`config.mk`:
```
export PLATFORM = sky130hd
export DESIGN_NAME = ballot_booth_arbiter
export DESIGN_NICKNAME = d
export VERILOG_FILES = /design/src/rtl/ballot_booth_arbiter.sv
export SDC_FILE = /design/constraint.sdc
export NUM_CORES = 1
export LEC_CHECK = 0
export BUFFER_PORTS_ARGS = -buffer_cell sky130_fd_sc_hd__buf_4
export CAP_MARGIN = 20
export CORE_MARGIN = 2
export CORE_UTILIZATION = 35
export CTS_CLUSTER_SIZE = 14
export DETAILED_ROUTE_END_ITERATION = 10
export GPL_ROUTABILITY_DRIVEN = 1
export PLACE_DENSITY = 0.62
export REMOVE_ABC_BUFFERS = 1
export SLEW_MARGIN = 10
export SYNTH_ARGS = -nofsm -noshare
export SYNTH_HDL_FRONTEND = slang
export SYNTH_SLANG_ARGS = --single-unit
```
`constraint.sdc`:
```
create_clock -name clk -period 2 [get_ports clk]
set_input_delay 0.2 -clock clk [delete_from_list [all_inputs] [get_ports clk]]
set_output_delay 0.2 -clock clk [all_outputs]
set_load 0.01 [all_outputs]
```
`src/rtl/ballot_booth_arbiter.sv`:
```
// Four-booth round-robin arbiter sharing one EVM: grants a booth, prompts the EVM,
// forwards a single clean button press or abandons the booth after TIMEOUT cycles.
module ballot_booth_arbiter #(
    parameter int unsigned TIMEOUT = 50
) (
    input  logic        clk,
    input  logic        rst,
    input  logic        evm_enable,
    input  logic [3:0]  booth_req,
    input  logic [11:0] booth_vote,
    output logic [3:0]  booth_grant,
    output logic        evm_candidate_ready,
    output logic [2:0]  evm_vote,
    output logic [3:0]  booth_done,
    output logic [3:0]  booth_timeout,
    output logic        busy
);

    localparam int unsigned TW = 8;

    typedef enum logic [2:0] {
        S_IDLE,
        S_ARB,
        S_READY,
        S_VOTE_WAIT,
        S_FWD,
        S_RELEASE
    } state_t;

    state_t        state, state_nxt;
    logic [1:0]    gidx, gidx_nxt;
    logic [1:0]    last_grant, last_grant_nxt;
    logic [TW-1:0] timer, timer_nxt;
    logic [2:0]    vote_reg, vote_reg_nxt;

    logic [3:0]    grant_nxt, done_nxt, timeout_nxt;
    logic [2:0]    evm_vote_nxt;
    logic          ready_nxt, busy_nxt;

    logic [1:0]    pick, cand;
    logic          pick_ok;
    logic [2:0]    sel_vote;
    logic          vote_valid, timer_last, timed_out;

    // Round-robin search starting one past the last served booth; lowest offset wins.
    always_comb begin
        pick    = '0;
        pick_ok = 1'b0;
        cand    = '0;
        for (int k = 4; k >= 1; k--) begin
            cand = last_grant + 2'(k);
            if (booth_req[cand]) begin
                pick    = cand;
                pick_ok = 1'b1;
            end
        end
    end

    always_comb begin
        case (gidx)
            2'd0:    sel_vote = booth_vote[2:0];
            2'd1:    sel_vote = booth_vote[5:3];
            2'd2:    sel_vote = booth_vote[8:6];
            default: sel_vote = booth_vote[11:9];
        endcase
    end

    assign vote_valid = (sel_vote == 3'b001) || (sel_vote == 3'b010) || (sel_vote == 3'b100);
    assign timer_last = (timer == TW'(TIMEOUT - 1));

    always_comb begin
        state_nxt      = state;
        gidx_nxt       = gidx;
        last_grant_nxt = last_grant;
        timer_nxt      = timer;
        vote_reg_nxt   = vote_reg;
        timed_out      = 1'b0;

        case (state)
            S_IDLE: begin
                if (evm_enable && (booth_req != 4'b0000)) state_nxt = S_ARB;
            end
            S_ARB: begin
                if (pick_ok) begin
                    gidx_nxt  = pick;
                    state_nxt = S_READY;
                end else begin
                    state_nxt = S_IDLE;
                end
            end
            S_READY: begin
                timer_nxt = '0;
                state_nxt = S_VOTE_WAIT;
            end
            S_VOTE_WAIT: begin
                // A voter walking away beats a press; a press beats the timeout.
                if (!booth_req[gidx]) begin
                    state_nxt = S_RELEASE;
                end else if (vote_valid) begin
                    vote_reg_nxt = sel_vote;
                    state_nxt    = S_FWD;
                end else if (timer_last) begin
                    timed_out = 1'b1;
                    state_nxt = S_RELEASE;
                end else begin
                    timer_nxt = timer + TW'(1);
                end
            end
            S_FWD: begin
                state_nxt = S_RELEASE;
            end
            S_RELEASE: begin
                last_grant_nxt = gidx;
                state_nxt      = S_IDLE;
            end
            default: begin
                state_nxt = S_IDLE;
            end
        endcase

        if (!evm_enable) begin
            state_nxt      = S_IDLE;
            timer_nxt      = '0;
            timed_out      = 1'b0;
            last_grant_nxt = last_grant;
        end

        // Outputs are decoded from the state being entered so they register alongside it.
        busy_nxt     = (state_nxt != S_IDLE);
        ready_nxt    = (state_nxt == S_READY);
        grant_nxt    = ((state_nxt == S_READY) || (state_nxt == S_VOTE_WAIT) || (state_nxt == S_FWD))
                       ? (4'b0001 << gidx_nxt) : 4'b0000;
        evm_vote_nxt = (state_nxt == S_FWD) ? vote_reg_nxt : 3'b000;
        done_nxt     = (state_nxt == S_FWD) ? (4'b0001 << gidx_nxt) : 4'b0000;
        timeout_nxt  = timed_out ? (4'b0001 << gidx) : 4'b0000;
    end

    always_ff @(posedge clk or negedge rst) begin
        if (!rst) begin
            state               <= S_IDLE;
            gidx                <= '0;
            last_grant          <= 2'd3;
            timer               <= '0;
            vote_reg            <= '0;
            booth_grant         <= '0;
            evm_candidate_ready <= 1'b0;
            evm_vote            <= '0;
            booth_done          <= '0;
            booth_timeout       <= '0;
            busy                <= 1'b0;
        end else begin
            state               <= state_nxt;
            gidx                <= gidx_nxt;
            last_grant          <= last_grant_nxt;
            timer               <= timer_nxt;
            vote_reg            <= vote_reg_nxt;
            booth_grant         <= grant_nxt;
            evm_candidate_ready <= ready_nxt;
            evm_vote            <= evm_vote_nxt;
            booth_done          <= done_nxt;
            booth_timeout       <= timeout_nxt;
            busy                <= busy_nxt;
        end
    end

endmodule

```
==> metrics.md <==
| Metric | Value |
|---|---|
| Status | `finished with violations` |
| Failing checks | `negative setup slack` |
| Starting Density | `36.5%` |
| Die width | `77.2 µm` |
| Drt wl/cell | `roughly 15 µm` |
| Worst Path Arrival | `2470 ps` |
| Full die area | `5960 µm²` |
| DR DRC count | `0` |
| Clk slew on worst S/H paths | `about 80 ps` |
| PwrDens | `1240 nW/µm²` |
| #FFs+latches synth | `35` |
| Ys Warns | `0` |
| Commonest cells after routing, fill and taps aside | `buf_4, dfrtp_1, nand2_1, buf_6, nor2_1` |
| WHS | `~230 ps` |
| Routed WL | `4950 µm` |
| Post-synthesis sequential area ratio | `46.9%` |
| CTS Buf Count | `5` |
| CTS max path bufs | `2` |
| Required time of the critical path | `between 2000 and 2500 ps` |
| Largest register FFs | `8` |
| Final Non-Filler Cells | `320` |
| Synth top area cells | `dfrtp_1, mux4_2, a21oi_1` |
| Crit-path max FO | `6` |
| Part of the cycle the worst path needs | `113%` |
| Clock Skew | `8.94 ps` |
| Slew @ Worst Pin | `roughly 580 ps` |
| CTS tree | `done` |
| Routability cong. | `0.827` |
| Leak pwr | `1.21 nW` |
| First-pass GRT wire length | `8100 µm` |
| Area of the multi-input gates | `between 1000 and 1500 µm²` |
| Top cell type's share of synthesized area | `roughly 44%` |
| FF/Latch Area | `880 µm²` |
| Min Clock Period, post-route | `approximately 2300 ps` |
| Die H | `77.2 µm` |
| Syn_area_per_cell | `10.5 µm²` |
| Pwr Total | `3.47 mW` |
| Worst setup path class | `register to register` |
| Critical path startpoint category | `register` |
| Worst skew pair latency | `300 ps` |
| Layout cells sized above 1 | `51.2%` |
| Root buf cell | `clkbuf_8` |
| Max Clk Rate | `0.444 GHz` |
| Area of placed instances | `2350 µm²` |
| Vias in the first global route | `between 1500 and 2000` |
| Endpoint type of the worst setup path | `register` |
| Reg with most FFs | `timer` |
| PnR worst setup slack | `-254 ps` |
| Total grt overflow | `0` |
| Antenna cell count | `0` |
| Placed cells | `around 300` |
| Drt via density | `approximately 5.2` |
| Core area | `roughly 5000 µm²` |
| Largest area contributor in the netlist | `dfrtp_1` |
| Routed Antenna Nets | `0` |
| Slew headroom | `61.0%` |
| Fillers | `approximately 480` |
| # Max-Cap Violations | `0` |
| Clk sinks | `35` |
| Post-layout nets | `270` |
| Leading cell type in the layout, fill and taps excluded | `buf_4` |
| All-layer global routing usage | `17.1%` |
| Area grow syn2layout | `49.9%` |
| Number of distinct library cells after synthesis | `51` |
| Num rows | `26` |
| Design Area, Final | `~2800 µm²` |
| Hold WC Path Type | `input port to register` |
| Final core utilization | `54.7%` |
| Setup violations, final | `28` |
| Via count | `between 1500 and 2000` |
| RSZ-0062 raised after global routing | `yes` |
| H-tree depth reported by CTS | `2` |
| Initial antenna violation count | `0` |
| Max Slew Vio Count | `0` |
| Peak supply drop | `a little under 700 µV` |
| Syn Inst Count | `178` |
| # port buffers | `35` |
| Final hold vios | `0` |
| I/O Pins | `36` |
| Largest net degree at the start of global routing | `36` |
| Cell Area, Synth | `1870 µm²` |
| DRT Pass-1 Iters | `4` |
| Final HPWL DP | `3250 µm` |
| Drt initial violations | `56` |
==> cells by family after synthesis <==
family | after synthesis | share of synthesized area [%]
AOI/OAI and AO/OA | 45 | 17.9
xor gates and xnor gates | 3 | 1.80
adders and majority gates | 2 | 1.33
buffers and inverters | 17 | 4.61
DFF | 35 | 46.9
muxes | 9 | 7.74
and+or+nand+nor | 67 | 19.8
==> path summary, 6_finish.rpt <==
path / startpoint / to / slack (ps) / depth (start not counted)
max: gidx[0]$_DFF_PN0_ / booth_grant[2]$_DFF_PN0_ / -250 / 7
min reg2reg: last_grant[0]$_DFFE_PN1P_ / last_grant[0]$_DFFE_PN1P_ / 520 / 2
max reg2reg: gidx[0]$_DFF_PN0_ / booth_grant[2]$_DFF_PN0_ / -250 / 7
min: evm_enable / timer[5]$_DFFE_PN0P_ / 230 / 3
max in group asynchronous: rst / last_grant[0]$_DFFE_PN1P_ / 1240 / 2
min in group asynchronous: rst / timer[6]$_DFFE_PN0P_ / 400 / 2
==> cell type report <==
class / count / share of cell area (%)
Clock inverter: 3 / 0.712
Inverter: 9 / 1.20
Timing Repair Buffer: 71 / 21.0
Clock buffer: 5 / 2.45
Multi-Input combinational cell: 127 / 40.2
Sequential cell: 35 / 31.3
Tap cell: 70 / 3.12
==> layer usage <==
metal / up-vias / GRT usage (%) / share of wire (%)
met1: 821 / 22.0 / 45
met5: - / 0 / 0
met3: 7 / 3.29 / 4.2
met2: 35 / 28.6 / 49
li1: 793 / - / -
met4: 0 / 6.07 / 1.5
==> stage by stage <==
stage / setup slack (ps) / setup TNS (ps)
after CTS: -204 / -3620
final: -254 / -3980
after detailed placement: -292 / -4820
after floorplan: -281 / -3360
after global placement: -237 / -3980
after global routing: -310 / -5850
==> critical path, stage by stage (launching register included) <==
cell	delay [ps]
dfrtp_2	420
mux4_2	590
buf_6	150
o21a_1	190
a211oi_4	260
buf_12	150
o211ai_4	150
a211oi_2	260
==> cells in the mapped netlist, drive strengths merged <==
library cell,count
buf,3
and2b,1
nor2b,5
nand4,3
mux2,1
o31ai,1
nand2b,6
o221ai,2
ha,2
clkbuf,5
dfstp,2
nand3,8
a21oi,12
nand2,14
a22oi,1
o21a,3
o2111ai,1
or3,2
nand4bb,1
a211oi,6
nor2,9
mux4,4
and2,2
a31o,1
o311ai,1
mux2i,4
a2111oi,1
dfrtp,33
xnor2,3
o21ai,9
o211ai,3
a21bo,1
nor4b,2
or3b,2
or4,3
inv,9
a31oi,1
a32o,1
or2,1
nor3b,1
o22ai,1
nor3,5
and3,2
==> power by group <==
group | internal, mW | switching (mW)
sequential | 0.830 | 0.127
combinational | 0.971 | 1.03
clock | 0.242 | 0.273
total | 2.04 | 1.43
==> timing repair <==
item,in CTS,in global routing
pin swaps,18,10
endpoints found under the setup margin,29,31
hold buffers,1,0
gates cloned,1,0
endpoints found under the hold margin,33,0
resized for setup,37,19
buffers inserted,10,3
Power figures use the tool's default switching activity.
